[config.mk]
export PLATFORM = sky130hd
export DESIGN_NAME = sys_clock_ctrl
export DESIGN_NICKNAME = d
export VERILOG_FILES = /design/src/rtl/sys_clock_pkg.sv /design/src/rtl/sys_clock_ctrl_clk_en_div.sv /design/src/rtl/sys_clock_ctrl.sv
export SDC_FILE = /design/constraint.sdc
export NUM_CORES = 1
export LEC_CHECK = 0
export ABC_CLOCK_PERIOD_IN_PS = 3700
export BUFFER_PORTS_ARGS = -buffer_cell sky130_fd_sc_hd__buf_4
export CAP_MARGIN = 25
export CORE_MARGIN = 8
export CORE_UTILIZATION = 60
export CTS_CLUSTER_DIAMETER = 120
export DETAILED_ROUTE_END_ITERATION = 12
export GPL_ROUTABILITY_DRIVEN = 0
export PLACE_DENSITY_LB_ADDON = 0.2
export SLEW_MARGIN = 20
export SYNTH_ARGS = -nofsm -noshare
export SYNTH_HDL_FRONTEND = slang
export SYNTH_SLANG_ARGS = --single-unit
[constraint.sdc]
create_clock -name clk -period 3.7 [get_ports clk]
set_input_delay 0.74 -clock clk [delete_from_list [all_inputs] [get_ports clk]]
set_output_delay 0.74 -clock clk [all_outputs]
set_load 0.01 [all_outputs]
[src/rtl/sys_clock_pkg.sv]
// Shared state encoding, default parameters and counter sizing for the
// system clock controller.
package sys_clock_pkg;

  typedef enum logic [1:0] {
    WAIT_LOCK = 2'd0,
    RELEASE   = 2'd1,
    RUN       = 2'd2
  } state_t;

  localparam int DEF_CH_NUM      = 4;
  localparam int DEF_DIV_W       = 8;
  localparam int DEF_LOCK_CYCLES = 1024;
  localparam int DEF_STAGGER     = 16;

  // Bits needed to hold every value from 0 to max_val inclusive.
  function automatic int cnt_width(input int max_val);
    return (max_val < 1) ? 1 : $clog2(max_val + 1);
  endfunction

endpackage

[src/rtl/sys_clock_ctrl_clk_en_div.sv]
// Programmable clock-enable divider for one channel: emits a one-cycle pulse
// every D cycles while active, with D re-sampled only at period boundaries.
module clk_en_div #(
  parameter int DIV_W = 8
) (
  input  logic             clk,
  input  logic             rst_n,
  input  logic             active,
  input  logic [DIV_W-1:0] div,
  output logic             clk_en
);

  logic [DIV_W-1:0] div_cnt;
  logic [DIV_W-1:0] div_lat;
  logic [DIV_W-1:0] div_eff;
  logic [DIV_W-1:0] period;
  logic             running;

  assign div_eff = (div == '0) ? DIV_W'(1) : div;

  // On the first active cycle the latched ratio is stale, so take the live one.
  assign period = running ? div_lat : div_eff;

  always_ff @(posedge clk) begin
    if (!rst_n) begin
      div_cnt <= '0;
      div_lat <= DIV_W'(1);
      running <= 1'b0;
      clk_en  <= 1'b0;
    end else if (!active) begin
      div_cnt <= '0;
      running <= 1'b0;
      clk_en  <= 1'b0;
    end else begin
      running <= 1'b1;
      if (div_cnt == period - DIV_W'(1)) begin
        clk_en  <= 1'b1;
        div_cnt <= '0;
        div_lat <= div_eff;
      end else begin
        clk_en  <= 1'b0;
        div_cnt <= div_cnt + DIV_W'(1);
        div_lat <= period;
      end
    end
  end

endmodule

[src/rtl/sys_clock_ctrl.sv]
// System clock controller: qualifies the clock wizard lock, staggers channel
// reset release and drives one clock-enable divider per derived channel.
module sys_clock_ctrl
  import sys_clock_pkg::*;
#(
  parameter int CH_NUM      = DEF_CH_NUM,
  parameter int DIV_W       = DEF_DIV_W,
  parameter int LOCK_CYCLES = DEF_LOCK_CYCLES,
  parameter int STAGGER     = DEF_STAGGER
) (
  input  logic                    clk,
  input  logic                    rst_n,
  input  logic                    locked_i,
  input  logic [CH_NUM-1:0]       ch_en,
  input  logic [CH_NUM*DIV_W-1:0] div_cfg,
  output logic [CH_NUM-1:0]       clk_en,
  output logic [CH_NUM-1:0]       ch_rst_n,
  output logic                    ready,
  output logic                    lock_lost
);

  localparam int LCW = cnt_width(LOCK_CYCLES);
  localparam int SCW = cnt_width(STAGGER * CH_NUM);

  logic              sync_q;
  logic              locked_s;
  state_t            state;
  state_t            state_nxt;
  logic [LCW-1:0]    lock_cnt;
  logic [SCW-1:0]    stg_cnt;
  logic              lock_last;
  logic              lock_drop;
  logic [CH_NUM-1:0] ch_rst_n_nxt;
  logic              ready_nxt;

  always_ff @(posedge clk) begin
    if (!rst_n) begin
      sync_q   <= 1'b0;
      locked_s <= 1'b0;
    end else begin
      sync_q   <= locked_i;
      locked_s <= sync_q;
    end
  end

  assign lock_last = (lock_cnt == LCW'(LOCK_CYCLES - 1));
  assign lock_drop = ((state == RELEASE) || (state == RUN)) && !locked_s;

  always_ff @(posedge clk) begin
    if (!rst_n) begin
      state <= WAIT_LOCK;
    end else begin
      state <= state_nxt;
    end
  end

  always_comb begin
    state_nxt = state;
    case (state)
      WAIT_LOCK: if (locked_s && lock_last) state_nxt = RELEASE;
      RELEASE: begin
        if (!locked_s) begin
          state_nxt = WAIT_LOCK;
        end else if (ch_rst_n[CH_NUM-1]) begin
          state_nxt = RUN;
        end
      end
      RUN:       if (!locked_s) state_nxt = WAIT_LOCK;
      default:   state_nxt = WAIT_LOCK;
    endcase
  end

  // Channel i leaves reset once the stagger counter has covered (i+1) slots.
  always_comb begin
    ch_rst_n_nxt = '0;
    if (state == RELEASE && !lock_drop) begin
      ch_rst_n_nxt = ch_rst_n;
      for (int i = 0; i < CH_NUM; i++) begin
        if (stg_cnt == SCW'(STAGGER * (i + 1) - 1)) begin
          ch_rst_n_nxt[i] = 1'b1;
        end
      end
    end else if (state == RUN && !lock_drop) begin
      ch_rst_n_nxt = ch_rst_n;
    end
    ready_nxt = (state_nxt == RUN);
  end

  always_ff @(posedge clk) begin
    if (!rst_n) begin
      lock_cnt  <= '0;
      stg_cnt   <= '0;
      ch_rst_n  <= '0;
      ready     <= 1'b0;
      lock_lost <= 1'b0;
    end else begin
      ch_rst_n  <= ch_rst_n_nxt;
      ready     <= ready_nxt;
      lock_lost <= lock_drop;
      case (state)
        WAIT_LOCK: begin
          if (!locked_s || lock_last) begin
            lock_cnt <= '0;
          end else begin
            lock_cnt <= lock_cnt + LCW'(1);
          end
          stg_cnt <= '0;
        end
        RELEASE: begin
          lock_cnt <= '0;
          if (state_nxt == RELEASE) begin
            stg_cnt <= stg_cnt + SCW'(1);
          end
        end
        default: lock_cnt <= '0;
      endcase
    end
  end

  // A lock drop must silence the dividers on the very edge it is seen.
  for (genvar g = 0; g < CH_NUM; g++) begin : g_ch
    clk_en_div #(
      .DIV_W(DIV_W)
    ) u_div (
      .clk   (clk),
      .rst_n (rst_n),
      .active(ch_rst_n[g] & ch_en[g] & ~lock_drop),
      .div   (div_cfg[g*DIV_W +: DIV_W]),
      .clk_en(clk_en[g])
    );
  end

endmodule

==> results.json, run 1 <==
{
  "outcome": "completed",
  "drv_slew": 0,
  "drt_pre_antenna_iters": 5,
  "clock-root-buffer": "clkbuf_8",
  "cellPowerDensity_nw_per_um2": 302,
  "synth_seq_cells": 100,
  "antenna_found_initial": 0,
  "area_growth_pct": 10.3,
  "yosysMostFrequentCell": "dfxtp_1",
  "grt_pass1_wl_um": 20200,
  "setup_viol": 0,
  "clk_path_buf_depth": 2,
  "post_cts_buffers": 0,
  "cts-buffers-inserted": 9,
  "synth_ff_type": "dfxtp_1",
  "grt_use_total_pct": 18.8,
  "synth_top_area_share_pct": 35.5,
  "final_nets": 747,
  "fillers": 745,
  "startpoint_type": "input port",
  "dpl.hpwl_um": 9070,
  "fmax_ghz": 0.323,
  "timing.final.crit_share_pct": 83.5,
  "synth_edf_count": 0,
  "hold_class": "reg2reg",
  "drt.antenna.violating_nets": 0,
  "syn_area_um2": 5640,
  "ctsHoldBuffers": 0,
  "grt.overflow.total": 0,
  "clk_pin_slew_ns": 0.10,
  "vias": 4650,
  "insertion_delay_ns": 0.36,
  "hold_viol_final": 0,
  "num_io_pins": 49,
  "drive_gt1_share_pct": 13.0,
  "setup_tns_ns": 0,
  "worstSetupPathType": "in2reg",
  "cts_tree": "yes",
  "period_needed_ns": 3.09,
  "fp-row-count": 35,
  "start_util_pct": 61.3,
  "synth_area_leaders": "dfxtp_1 36%, mux2i_1 11%, xnor2_1 6.7%, nand2_1 5.3%, nor2_1 4.8%",
  "finClkSkew_ns": 0.0172,
  "cts_resized": 0,
  "worstPathMaxFanout": 8,
  "cp_data_required_time_ns": 3.95,
  "rsz0062_at_grt": "no",
  "seq_area_frac_synth_pct": 35.5,
  "ys_async_sr_fraction_pct": 0,
  "drt-initial-drc-count": 314,
  "die_w_um": 113,
  "syn_area_per_cell_um2": 8.57,
  "clock-sinks": 100,
  "p_leak_nw": 2.23,
  "dp_cells": 794,
  "htreeDepth": 3,
  "synth_nets": 711,
  "die_y_um": 113,
  "hold_slack_ns": 0.457,
  "wl_um": 11800,
  "diodes": 0,
  "synthTopCellsByCount": "100 x dfxtp_1, 80 x nand2_1, 72 x nor2_1",
  "cp-end-kind": "register",
  "ys_types": 58,
  "port_buffers": 48,
  "instances_no_fill": 810,
  "fp.dieArea_um2": 12800,
  "post-route-drc-count": 0,
  "maxCapViolCount": 0,
  "core-area_um2": 9200,
  "yosys.area.top_type": "dfxtp_1",
  "grt_pass1_vias": 4536,
  "grt_max_degree": 40,
  "worstMarginPinSlew_ns": 0.521,
  "peakVddDrop_mv": 0.217,
  "crit_arrival_ns": 3.34,
  "yosys_warnings": 0,
  "synth_cells": 658,
  "relSlewSlack_pct": 65.0,
  "viasPerCell": 5.74,
  "detail_route.wl_per_cell_um": 14.5,
  "final_core_util_pct": 67.6
}
[placed cells by master, fill, tap and decap left out, types with 3 or more instances in the layout]
master	netlist	routed
dfxtp_1	100	100
nand2_1	80	80
nor2_1	72	72
mux2i_1	63	63
buf_4	7	56
xnor2_1	43	43
nor3_1	33	33
xor2_1	28	28
nand3_1	27	27
a21oi_1	18	18
ha_1	14	14
and3_1	13	13
inv_1	12	12
nor3b_1	12	12
a31oi_1	9	9
clkbuf_8	0	9
o21ai_0	8	8
and2_1	8	8
nor4_1	7	7
mux2_2	6	6
or4_1	5	5
o21a_1	5	5
or2_2	5	5
nand2b_1	5	5
nor2b_1	5	5
nand4_1	5	5
and3b_1	4	4
a211oi_1	3	3
or3_1	3	3
a22oi_1	3	3
[power breakdown]
group	total [mW]	switching [mW]	internal, mW
Combinational	0.175	0.0960	0.0789
Sequential	1.08	0.00121	1.08
Clock	0.625	0.376	0.250
[cell families (layout without fill, tap and decap cells)]
| family | Yosys count | in the layout | share of synthesized area, % |
|---|---|---|---|
| compound gates | 67 | 67 | 8.72 |
| fa+ha+maj | 14 | 14 | 3.11 |
| buf+inv | 44 | 85 | 3.62 |
| flops | 100 | 100 | 35.5 |
| xor+xnor | 71 | 71 | 11.0 |
| simple gates | 293 | 293 | 25.6 |
| mux | 69 | 69 | 12.4 |
[path summary, 6_finish.rpt]
| path | startpoint | to | slack, ns | cells after the start |
|---|---|---|---|---|
| min reg2reg | sync_q | locked_s | 0.46 | 1 |
| min | sync_q | locked_s | 0.46 | 1 |
| max reg2reg | g_ch[2].u_div.running | g_ch[2].u_div.div_lat[5] | 0.84 | 10 |
| max | div_cfg[25] | g_ch[3].u_div.div_cnt[2] | 0.61 | 11 |
[through the flow]
step | setup WS, ns | area [µm²] | power (mW)
4_1_cts | 0.600 | 6220 | 1.89
3_5_place_dp | 0.213 | 6040 | 1.28
6_report | 0.609 | 6220 | 1.88
5_1_grt | 0.378 | 6220 | 1.96
2_1_floorplan | 0.702 | 5640 | 1.21
3_3_place_gp | 0.354 | 6040 | 1.27
[flip-flops by register name, summed over array words and instances (netlist names)]
name	count
g_ch.u_div.running	4
ready	1
lock_lost	1
locked_s	1
stg_cnt	7
g_ch.u_div.clk_en	4
lock_cnt	11
g_ch.u_div.div_cnt	32
ch_rst_n	4
g_ch.u_div.div_lat	32
state	2
sync_q	1
[per-layer routing]
| layer | up-vias | wire length [µm] | share of wire (%) | track usage (%) |
|---|---|---|---|---|
| met2 | 89 | 5760 | 49 | 32.7 |
| met4 | 0 | 118 | 1.0 | 5.06 |
| met1 | 2202 | 5370 | 46 | 22.6 |
| met5 | - | 0 | 0 | 0 |
| met3 | 10 | 535 | 4.5 | 4.42 |
| li1 | 2349 | - | - | - |
[worst max-delay path, stage by stage]
cell and delay (ns):
buf_4 0.12, or4_1 0.54, o21ai_1 0.26, inv_1 0.12
ha_1 0.23, xnor2_1 0.20, xnor2_1 0.14, nand2_1 0.08
a2111oi_0 0.48, nand2b_1 0.35, nor2_1 0.08
[area by class of cell]
type / count / area [µm²] / share of cell area, %
tap: 111 / 139 / 2.23
multi-input combinational: 514 / 3430 / 55.2
clock inverter: 6 / 46.3 / 0.745
clock buffer: 10 / 128 / 2.05
inverter: 13 / 48.8 / 0.785
timing repair buffer: 56 / 420 / 6.76
sequential: 100 / 2000 / 32.2
Note: power is estimated with default switching activity, not from simulation.
==> run 2, diff against run 1 <==
ABC_AREA = 1   (was unset)
ABC_CLOCK_PERIOD_IN_PS = 3100   (was 3700)
CORE_UTILIZATION = 61   (was 60)
clock period = 3.1 ns   (was 3.7 ns; I/O delays follow)
==> run 2 against run 1 <==
Against the previous run:
- area after synthesis grew 15%
- clock skew shrank 0.0045 ns
- setup slack lost 0.14 ns
- sequential cell count is the same
- highest routed layer unchanged
==> results.json, run 2 <==
{
  "synth_edf_count": 0,
  "post-route-cell-area_um2": 7190,
  "grt.overflow.total": 0,
  "grt_pass1_wl_um": 25400,
  "worstMarginPinSlew_ns": 0.619,
  "cpPeakStageDelay_ns": 0.35,
  "yosys.area.top_type": "dfxtp_1",
  "synthTopCellsByCount": "276 x nand2_1, 130 x inv_1, 120 x nand3_1",
  "slowest_stage": "nand2_1",
  "p_leak_nw": 3.21,
  "yosysMostFrequentCell": "nand2_1",
  "worstSetupPathType": "in2reg",
  "grt_max_degree": 30,
  "synth_seq_cells": 100,
  "die_w_um": 119,
  "relSlewSlack_pct": 58.6,
  "crit_arrival_ns": 2.89,
  "htreeDepth": 3,
  "cp_cell_sequence": "buf_4 > inv_1 > nand2_1 > nor2_1 > nand2_1 > nand3_1 > nand2_2 > ha_1 > nand3_1 > nor2_1 > nand2_1 > nand2_1 > nand2_1 > nand3_1 > a21oi_1 > nand3_1 > nand2_1 > nor2_1",
  "cp-end-kind": "register",
  "detail_route.wl_per_cell_um": 12.2,
  "num_io_pins": 49,
  "cp_common_cell": "nand2_1",
  "maxCapViolCount": 0,
  "fmax_ghz": 0.380,
  "die_y_um": 119,
  "syn_area_per_cell_um2": 6.48,
  "vias": 6264,
  "dpl.hpwl_um": 11000,
  "start_util_pct": 62.8,
  "hp-start": "locked_i",
  "reg2reg_to": "g_ch[0].u_div.div_cnt[0]",
  "hold_class": "in2reg",
  "antenna_found_initial": 0,
  "core-area_um2": 10300,
  "hold_viol_final": 0,
  "peakVddDrop_mv": 0.260,
  "ys_types": 43,
  "final_common_cell": "nand2_1",
  "syn_area_um2": 6480,
  "hold_depth": 3,
  "cp_num_buf_inv": 2,
  "synth_ff_type": "dfxtp_1",
  "post_cts_buffers": 0,
  "ctsHoldBuffers": 0,
  "timing.final.crit_share_pct": 84.9,
  "clock-root-buffer": "clkbuf_8",
  "final_nets": 1104,
  "cts-buffers-inserted": 9,
  "hold_slack_ns": 0.423,
  "diodes": 0,
  "ys_async_sr_fraction_pct": 0,
  "worstPathMaxFanout": 11,
  "finClkSkew_ns": 0.0127,
  "rsz0062_at_grt": "no",
  "drive_gt1_share_pct": 14.2,
  "cts_resized": 0,
  "clk_path_buf_depth": 2,
  "top_regs": "g_ch.u_div.div_cnt x32, g_ch.u_div.div_lat x32, lock_cnt x11",
  "final_core_util_pct": 69.7,
  "yosys_warnings": 0,
  "layout_common_cells": "276 x nand2_1, 130 x inv_1, 120 x nand3_1, 100 x dfxtp_1, 97 x nor2_1",
  "seq_area_frac_synth_pct": 30.9,
  "drt-initial-drc-count": 613,
  "port_buffers": 48,
  "cp_top_family": "simple AND/OR/NAND/NOR gates",
  "rr_worst_depth": 13,
  "fp.dieArea_um2": 14200,
  "startpoint_type": "input port",
  "period_needed_ns": 2.63,
  "cts_tree": "yes",
  "post-route-drc-count": 0,
  "grt_use_total_pct": 20.7,
  "clock-sinks": 100,
  "dpl-instance-area_um2": 6980,
  "drt_pre_antenna_iters": 5,
  "drt.antenna.violating_nets": 0,
  "drv_slew": 0,
  "grt_pass1_vias": 5793,
  "clk_pin_slew_ns": 0.10,
  "synth_cells": 1000,
  "hold_end": "sync_q",
  "cp_data_required_time_ns": 3.36,
  "outcome": "completed",
  "setup_viol": 0,
  "insertion_delay_ns": 0.38,
  "viasPerCell": 5.26,
  "fp-row-count": 37,
  "synth_area_leaders": "dfxtp_1 31%, nand2_1 16%, nand3_1 9.3%, inv_1 7.5%, nor2_1 5.6%",
  "cellPowerDensity_nw_per_um2": 342,
  "setup_tns_ns": 0,
  "reg2reg_from": "g_ch[0].u_div.running",
  "area_growth_pct": 10.9,
  "synth_top_area_share_pct": 30.9,
  "wl_um": 14500,
  "dp_cells": 1176,
  "synth_nets": 1053,
  "r2r_slack_ns": 0.48,
  "instances_no_fill": 1192
}
run 2: per-layer routing:
| metal | GRT usage, % | part of all wire [%] | vias up | wire length, µm |
|---|---|---|---|---|
| li1 | - | - | 3279 | - |
| met1 | 27.6 | 49 | 2814 | 7130 |
| met2 | 33.4 | 45 | 147 | 6580 |
| met3 | 3.26 | 4.5 | 24 | 657 |
| met4 | 6.64 | 1.2 | 0 | 176 |
| met5 | 0 | 0 | - | 0 |
run 2: how the worst max path moves through the flow:
stage           startpoint                        to  slack [ns]  cells after the start
6_report        div_cfg[6]  g_ch[0].u_div.div_cnt[0]        0.47                     18
5_1_grt         div_cfg[6]  g_ch[0].u_div.div_cnt[6]        0.13                     18
4_1_cts         div_cfg[6]  g_ch[0].u_div.div_cnt[0]        0.51                     16
3_5_place_dp    div_cfg[6]  g_ch[0].u_div.div_cnt[0]        0.12                     18
3_3_place_gp   div_cfg[22]  g_ch[2].u_div.div_cnt[4]        0.16                     18
2_1_floorplan  div_cfg[31]  g_ch[3].u_div.div_cnt[3]        0.64                     17
run 2: area by class of cell:
type | count | area (µm²)
multi-input combinational | 741 | 3830
fill | 963 | 3130
sequential | 100 | 2000
inverter | 139 | 524
timing repair buffer | 60 | 450
tap | 136 | 170
clock buffer | 9 | 124
clock inverter | 7 | 87.6
run 2: power breakdown:
part | total, mW | leakage (nW) | internal, mW | switching [mW]
logic | 0.280 | 2.30 | 0.105 | 0.175
clock network | 0.891 | 0.109 | 0.396 | 0.495
registers | 1.29 | 0.806 | 1.29 | 0.00138
run 2: tightest hold or removal path, cell delays in order:
cell	delay, ns
buf_4	0.08
nand2_1	0.04
inv_1	0.04
run 2: logic make-up after synthesis:
kind of cell,Yosys count,synth area share [%]
xor gates and xnor gates,36,5.21
DFF,100,30.9
AOI/OAI and AO/OA,100,9.13
and+or+nand+nor,591,42.1
adders and majority gates,14,2.70
buffers and inverters,159,10.0
run 2: metrics by stage:
stage	power (mW)	setup slack [ns]
finish	2.46	0.468
CTS	2.47	0.509
global route	2.56	0.126
floorplan	1.51	0.641
global placement	1.59	0.161
detailed placement	1.59	0.125
